## src/rtl/control_pasabajas.sv

```systemverilog
// Sequencer for the 20 kHz low-pass IIR datapath: steps the coefficient mux, memory
// write/shift, accumulator clear and output latch once per sample trigger.
module control_pasabajas #(
  parameter int unsigned DIV_MUESTRA = 2500,
  parameter int unsigned ANCHO_DIV   = 16
) (
  input  logic       clk,
  input  logic       rst,
  input  logic       habilitar,
  input  logic       usar_int,
  input  logic       muestra_lista,
  output logic [3:0] sel,
  output logic       leer,
  output logic       desp,
  output logic       leer_y,
  output logic       rst_acum,
  output logic       ocupado,
  output logic       listo,
  output logic       err_overrun
);

  localparam logic [ANCHO_DIV-1:0] DIV_FIN = ANCHO_DIV'(DIV_MUESTRA - 1);

  typedef enum logic [3:0] {
    S_IDLE, S_F0, S_F1, S_F2, S_WF, S_CLR, S_Y0, S_Y1, S_Y2, S_WY, S_SH
  } estado_t;

  estado_t              estado, estado_sig;
  logic [ANCHO_DIV-1:0] div_cnt;
  logic                 div_tick;
  logic                 disparo;

  assign div_tick = (div_cnt == DIV_FIN);
  assign disparo  = habilitar & (usar_int ? div_tick : muestra_lista);

  // Free-running sample divider, independent of state and habilitar
  always_ff @(posedge clk or posedge rst) begin
    if (rst) div_cnt <= '0;
    else if (div_tick) div_cnt <= '0;
    else div_cnt <= div_cnt + ANCHO_DIV'(1);
  end

  // Next-state: one step per cycle, only IDLE waits for a trigger
  always_comb begin
    estado_sig = estado;
    case (estado)
      S_IDLE:  estado_sig = disparo ? S_F0 : S_IDLE;
      S_F0:    estado_sig = S_F1;
      S_F1:    estado_sig = S_F2;
      S_F2:    estado_sig = S_WF;
      S_WF:    estado_sig = S_CLR;
      S_CLR:   estado_sig = S_Y0;
      S_Y0:    estado_sig = S_Y1;
      S_Y1:    estado_sig = S_Y2;
      S_Y2:    estado_sig = S_WY;
      S_WY:    estado_sig = S_SH;
      S_SH:    estado_sig = S_IDLE;
      default: estado_sig = S_IDLE;
    endcase
  end

  // State plus outputs decoded from the next state, so outputs track state with no lag
  always_ff @(posedge clk or posedge rst) begin
    if (rst) begin
      estado      <= S_IDLE;
      sel         <= 4'd0;
      leer        <= 1'b0;
      desp        <= 1'b0;
      leer_y      <= 1'b0;
      rst_acum    <= 1'b1;
      ocupado     <= 1'b0;
      listo       <= 1'b0;
      err_overrun <= 1'b0;
    end else begin
      estado      <= estado_sig;
      sel         <= 4'd0;
      leer        <= 1'b0;
      desp        <= 1'b0;
      leer_y      <= 1'b0;
      rst_acum    <= 1'b0;
      listo       <= 1'b0;
      ocupado     <= (estado_sig != S_IDLE);
      err_overrun <= err_overrun | (disparo & ocupado);
      case (estado_sig)
        S_IDLE: rst_acum <= 1'b1;
        S_F0:   sel <= 4'd0;
        S_F1:   sel <= 4'd1;
        S_F2:   sel <= 4'd2;
        S_WF: begin
          sel  <= 4'd2;
          leer <= 1'b1;
        end
        S_CLR: begin
          sel      <= 4'd3;
          rst_acum <= 1'b1;
        end
        S_Y0:   sel <= 4'd3;
        S_Y1:   sel <= 4'd4;
        S_Y2:   sel <= 4'd5;
        S_WY: begin
          sel    <= 4'd5;
          leer_y <= 1'b1;
        end
        S_SH: begin
          desp  <= 1'b1;
          listo <= 1'b1;
        end
        default: rst_acum <= 1'b1;
      endcase
    end
  end

endmodule

```

## config.mk

```make
export PLATFORM = sky130hd
export DESIGN_NAME = control_pasabajas
export DESIGN_NICKNAME = d
export VERILOG_FILES = /design/src/rtl/control_pasabajas.sv
export SDC_FILE = /design/constraint.sdc
export NUM_CORES = 1
export LEC_CHECK = 0
export BUFFER_PORTS_ARGS = -buffer_cell sky130_fd_sc_hd__clkbuf_2
export CORE_ASPECT_RATIO = 0.75
export CORE_UTILIZATION = 60
export DETAILED_ROUTE_END_ITERATION = 7
export GPL_ROUTABILITY_DRIVEN = 0
export GPL_TIMING_DRIVEN = 1
export PLACE_DENSITY = 0.79
export SLEW_MARGIN = 15
export SYNTH_ARGS = -nofsm -noshare
export SYNTH_HDL_FRONTEND = slang
export SYNTH_SLANG_ARGS = --single-unit
```

## constraint.sdc

```tcl
create_clock -name clk -period 3.9 [get_ports clk]
set_input_delay 0.39 -clock clk [delete_from_list [all_inputs] [get_ports clk]]
set_output_delay 0.39 -clock clk [all_outputs]
set_load 0.05 [all_outputs]
```

Yosys cells after proc, flatten, opt, wreduce, memory -nomap -nowiden:

Cells that the tools add are included.

* register bits after elaboration: 30
* bits in latches: 0
* bits in writable memories: 0
* memory bits (read-only): 0
* input port bits: 5
* word-level logic and storage cells: 48
* memories: 0

* add/subtract/negate cells: 1
* $mul: 0
* divide/modulo/power cells: 0
* $lt $le $gt $ge: 0
* equal/unequal tests: 20
* shift operators: 0
* multiplexer cells: 9
* bitwise logic cells: 3
* reduce and logical (&&, ||, !) cells: 6

Operators with widths (count)
* case mux 4 bit (10 select lines): 1
* == test 4 x 3 -> 1 bit (second input constant): 8
* == test 4 bit (second input constant): 5
* adder 16 x 1 -> 16 bit (second input constant): 1
* == test 16 x 12 -> 1 bit (second input constant): 1
* == test 4 x 2 -> 1 bit (second input constant): 4
* two-way mux 16 bit: 1
* case mux 3 bit (5 select lines): 1
* OR reduction 9 bit: 1
* == test 4 x 1 -> 1 bit (second input constant): 2
* two-way mux 1 bit: 6
* OR reduction 2 bit: 3
* logical NOT 4 bit: 1
* nonzero test 4 bit: 1
* bitwise AND 1 bit: 2
* OR 1 bit: 1

Logic depth before layout (Yosys ltp):

* word-level depth: 8
* mapped depth: 6
* depth with buffers taken out: 5

Worst setup path after synthesis:

Ideal clock, no wire load.

* kind: register -> register
* start point: reg div_cnt[0]
* end point: reg rst_acum
* setup time: 82 ps
* arrival time: 1404 ps
* required time: 3818 ps
* path slack: 2414 ps
* cell stages (with the launch flop): 7
* path buffers: 1
* path through: dfrtp_1 ha_1 nor4b_2 and4_1 buf_6 o21ai_4 o31a_1

* longest elaborated chain between the ends: 8
* elaborated cells on any way between the ends: 16

Ends and longest elaborated chain
* start, declared: line 29 `logic [ANCHO_DIV-1:0] div_cnt;`
* start signal, assigned: line 40 `else div_cnt <= div_cnt + ANCHO_DIV'(1);`
* == test 16 x 12 -> 1 bit *: line 33 `assign div_tick = (div_cnt == DIV_FIN);`
* two-way mux 1 bit *: line 34 `assign disparo = habilitar & (usar_int ? div_tick : muestra_lista);`
* bitwise AND 1 bit *: line 34
* two-way mux 1 bit *: line 47 `S_IDLE: estado_sig = disparo ? S_F0 : S_IDLE;`
* case mux 4 bit (10 select lines) *: line 46 `case (estado)`
* == test 4 bit (tied with other cells): line 84 `case (estado_sig)`
* OR reduction 9 bit (no line) *
* two-way mux 1 bit *: line 84
* end signal, assigned: line 80 `rst_acum <= 1'b0;`
* end signal, assigned: line 85 `S_IDLE: rst_acum <= 1'b1;`
* end signal, assigned: line 95 `rst_acum <= 1'b1;`
* end, declared: line 16 `output logic rst_acum,`

Mark *: on every way between the ends. The rest lies on a longest branch, timed or not.

Final worst setup path:

Same ends and word-level chain as after synthesis.

==> run_summary.xml <==
<?xml version="1.0" encoding="UTF-8"?>
<metrics>
  <group name="pwr">
    <metric name="clockPowerShare" unit="">0.196</metric>
    <metric name="sw_frac_of_total" unit="">0.407</metric>
    <metric name="seq_power_share" unit="">0.483</metric>
    <metric name="ir_drop" unit="µV">588</metric>
    <metric name="power_switching" unit="mW">0.356</metric>
    <metric name="power.combinational.fraction" unit="">0.320</metric>
    <metric name="static-leakage-power" unit="nW">0.622</metric>
    <metric name="power_internal" unit="mW">0.520</metric>
    <metric name="power.density_cell_area" unit="nW/µm²">619</metric>
  </group>
  <group name="timing">
    <metric name="maxClockFrequency" unit="GHz">0.582</metric>
    <metric name="timing.final.crit_share" unit="">0.440</metric>
    <metric name="fin_worst_skew" unit="ns">0.00587</metric>
    <metric name="worst_pin_slew" unit="ns">0.575</metric>
    <metric name="tns" unit="ns">0</metric>
    <metric name="final_max_slew_viol_count" unit="">0</metric>
    <metric name="rsz0062_at_grt" unit="">false</metric>
    <metric name="period_minus_slack" unit="ns">1.72</metric>
    <metric name="hold_violations" unit="">0</metric>
    <metric name="slew_headroom" unit="">0.616</metric>
    <metric name="report.final.setup_viol" unit="">0</metric>
  </group>
  <group name="cells_and_area">
    <metric name="post-route-util" unit="">0.697</metric>
    <metric name="antenna_cells_inserted" unit="">0</metric>
    <metric name="layout-area-overhead-vs-synth" unit="%">7.20</metric>
    <metric name="finish.net_count" unit="">141</metric>
    <metric name="final-instance-count-excl-fill" unit="">160</metric>
    <metric name="final_common_cell" unit="">dfrtp_1</metric>
    <metric name="layout-drive-gt1-share" unit="">0.191</metric>
    <metric name="most-common-layout-cells" unit="">dfrtp_1 (28), clkbuf_2 (14), xnor2_1 (13), nor2_1 (10), nand3_1 (7)</metric>
  </group>
  <group name="floorplanning">
    <metric name="die_h" unit="µm">42.6</metric>
    <metric name="io_pins" unit="">16</metric>
    <metric name="initial_core_util" unit="">0.650</metric>
    <metric name="dieWidth" unit="µm">56.2</metric>
    <metric name="placement_rows" unit="">14</metric>
    <metric name="dieArea" unit="µm²">2400</metric>
    <metric name="core_area" unit="µm²">2030</metric>
  </group>
  <group name="job">
    <metric name="drv.max_cap_violation_count" unit="">0</metric>
  </group>
  <group name="placed_design">
    <metric name="dpl.hpwl" unit="µm">1570</metric>
    <metric name="dp.cells" unit="">152</metric>
    <metric name="numPortBuffers" unit="">14</metric>
  </group>
  <group name="logic_synthesis">
    <metric name="synthDominantCellAreaShare" unit="">0.530</metric>
    <metric name="mean_post_synth_cell_area" unit="µm²">10.8</metric>
    <metric name="post-synth-top-area-cell" unit="">dfrtp_1</metric>
    <metric name="post_synth_num_cell_types" unit="">36</metric>
    <metric name="proportion_of_synthesized_chip_area_in_sequential_cells" unit="">0.550</metric>
    <metric name="mapped_cell_area" unit="µm²">1320</metric>
    <metric name="synth_area_leaders" unit="">dfrtp_1 (53%), xnor2_1 (8.6%), nor2_1 (2.8%), nand3_1 (2.7%), dfstp_2 (2.0%)</metric>
    <metric name="synthCells" unit="">122</metric>
    <metric name="synth-seq-cells" unit="">29</metric>
    <metric name="ys_warn_count" unit="">0</metric>
    <metric name="synth.net_count" unit="">128</metric>
  </group>
  <group name="clocking">
    <metric name="numCtsBuffers" unit="">5</metric>
    <metric name="cts_buffer_depth" unit="">2</metric>
    <metric name="clkSlewWorstSetupHoldPaths" unit="ns">0.09</metric>
    <metric name="post_cts.resized_instances" unit="">0</metric>
    <metric name="holdBufCountCts" unit="">0</metric>
    <metric name="number_of_buffers_inserted_by_post_cts_setup_repair" unit="">0</metric>
    <metric name="tritoncts_clock_tree" unit="">built</metric>
    <metric name="clkSinkCount" unit="">29</metric>
    <metric name="ctsRootBufferMaster" unit="">clkbuf_4</metric>
    <metric name="worst_skew_pair.late_latency" unit="ns">0.32</metric>
    <metric name="htreeDepth" unit="">2</metric>
  </group>
  <group name="drt">
    <metric name="routed_wl" unit="µm">2230</metric>
    <metric name="route.vias.total" unit="">899</metric>
    <metric name="route.detailed.wl_per_inst" unit="µm">14.0</metric>
    <metric name="violation_count_after_the_first_detailed_routing_iteration" unit="">23</metric>
    <metric name="route.detailed.vias_per_inst" unit="">5.62</metric>
    <metric name="antenna_viol_nets_final" unit="">0</metric>
    <metric name="drtPass1Iterations" unit="">4</metric>
    <metric name="drc" unit="">0</metric>
  </group>
  <group name="setup_path">
    <metric name="critical_path.startpoint_type" unit="">flop</metric>
    <metric name="critical_path_class" unit="">reg -&gt; reg</metric>
    <metric name="r2r.worst_path.cells" unit="">5</metric>
    <metric name="cp.required" unit="ns">4.16</metric>
    <metric name="timing.critical_path.to_type" unit="">flop</metric>
    <metric name="worstReg2RegStart" unit="">div_cnt[0]$_DFF_PP0_</metric>
    <metric name="data_arrival_time_of_the_critical_path" unit="ns">1.97</metric>
    <metric name="worst_setup_path_endpoint" unit="">rst_acum$_DFF_PP1_</metric>
    <metric name="setup.worst_path.start" unit="">div_cnt[0]$_DFF_PP0_</metric>
    <metric name="timing.rr.end" unit="">rst_acum$_DFF_PP1_</metric>
    <metric name="cp_max_fo" unit="">8</metric>
    <metric name="setup.reg_to_reg.worst_slack" unit="ns">2.18</metric>
  </group>
  <group name="global_route">
    <metric name="first_global_vias" unit="">848</metric>
    <metric name="first_pass_grt_wire_length" unit="µm">3880</metric>
    <metric name="largest_net_degree_at_the_start_of_global_routing" unit="">30</metric>
    <metric name="grtUsageTotal" unit="">0.223</metric>
    <metric name="globalRoute.totalOverflow" unit="">0</metric>
    <metric name="initial_antenna_violation_count" unit="">0</metric>
  </group>
  <group name="hold_path">
    <metric name="worst_hold_path_type" unit="">in -&gt; async</metric>
  </group>
  <group name="status">
    <metric name="status" unit="">complete, no violations</metric>
  </group>
</metrics>
## cell type report
| type | instances | area (µm²) |
|---|---|---|
| clock buffers | 8 | 48.8 |
| fillers | 157 | 616 |
| inverters | 6 | 22.5 |
| multi-input cells | 79 | 518 |
| flip-flops and latches | 29 | 727 |
| well taps | 24 | 30.0 |
| repair buffers | 14 | 70.1 |
## stage by stage
stage	worst slack [ns]	hold slack, ns	power (mW)	area (µm²)
2_1_floorplan	2.41	0.447	0.658	1320
3_3_place_gp	2.28	0.469	0.698	1370
3_5_place_dp	2.16	0.467	0.709	1370
4_1_cts	2.17	0.314	0.881	1420
5_1_grt	2.05	0.151	0.931	1420
6_report	2.18	0.0951	0.876	1420
## sequential cells by signal, summed over array words and instances (netlist names)
signal,count
div_cnt,16
err_overrun,1
estado,4
leer,1
leer_y,1
listo,1
ocupado,1
rst_acum,1
sel,3
## cells by family (layout without fill, tap and decap cells)
logic type / after synthesis / count (layout) / synth area share
compound gates: 15 / 15 / 0.0795
xor+xnor: 16 / 16 / 0.106
fa+ha+maj: 1 / 1 / 0.00947
buf+inv: 14 / 28 / 0.0578
flops: 29 / 29 / 0.550
other cells: 1 / 1 / 0.00284
simple gates: 46 / 46 / 0.194
## critical path: stages, from the launching register on
cell and delay, ns:
dfrtp_1 0.42, ha_1 0.25, nor4b_2 0.20, and4_1 0.43
o21ai_4 0.10, o31a_1 0.26
## cell usage after synthesis
cell,count
dfrtp_1,28
xnor2_1,13
nor2_1,10
nand3_1,7
inv_1,6
nand2_1,5
nand4_1,4
nor3_1,4
a21oi_1,3
clkbuf_1,3
nand2b_1,3
nor4_1,3
o21ai_0,3
xor2_1,3
and3_1,2
buf_4,2
buf_6,2
o21bai_1,2
o22ai_1,2
a21boi_0,1
and2_1,1
and2b_2,1
and4_1,1
and4_2,1
buf_2,1
conb_1,1
dfstp_2,1
ha_1,1
nor4b_1,1
nor4b_2,1
o21a_1,1
o21ai_4,1
o31a_1,1
o31ai_1,1
or2_2,1
or3_1,1
## layer usage
metal	GRT usage	share of wire	vias up
met3	0.0679	0.052	4
met1	0.316	0.51	424
met4	0.112	0.022	0
li1	-	-	444
met5	0	0	-
met2	0.312	0.41	27
## worst min path at each step
stage	start	endpoint	slack (ns)	cells after the start
after CTS	rst	div_cnt[1]$_DFF_PP0_	0.31	2
after global placement	div_cnt[15]$_DFF_PP0_	div_cnt[15]$_DFF_PP0_	0.47	1
after floorplan	div_cnt[15]$_DFF_PP0_	div_cnt[15]$_DFF_PP0_	0.45	1
final	rst	div_cnt[3]$_DFF_PP0_	0.1	2
after global routing	rst	div_cnt[3]$_DFF_PP0_	0.15	2
after detailed placement	div_cnt[15]$_DFF_PP0_	div_cnt[15]$_DFF_PP0_	0.47	1
## power by group through the flow
| stage | combinational [mW] | sequential [mW] | clock (mW) |
|---|---|---|---|
| 4_1_cts | 0.283 | 0.422 | 0.175 |
| 3_5_place_dp | 0.282 | 0.427 | 0 |
| 2_1_floorplan | 0.181 | 0.477 | 0 |
| 5_1_grt | 0.308 | 0.432 | 0.191 |
| 6_report | 0.281 | 0.424 | 0.172 |
| 3_3_place_gp | 0.274 | 0.424 | 0 |
Power figures use the tool's default switching activity.
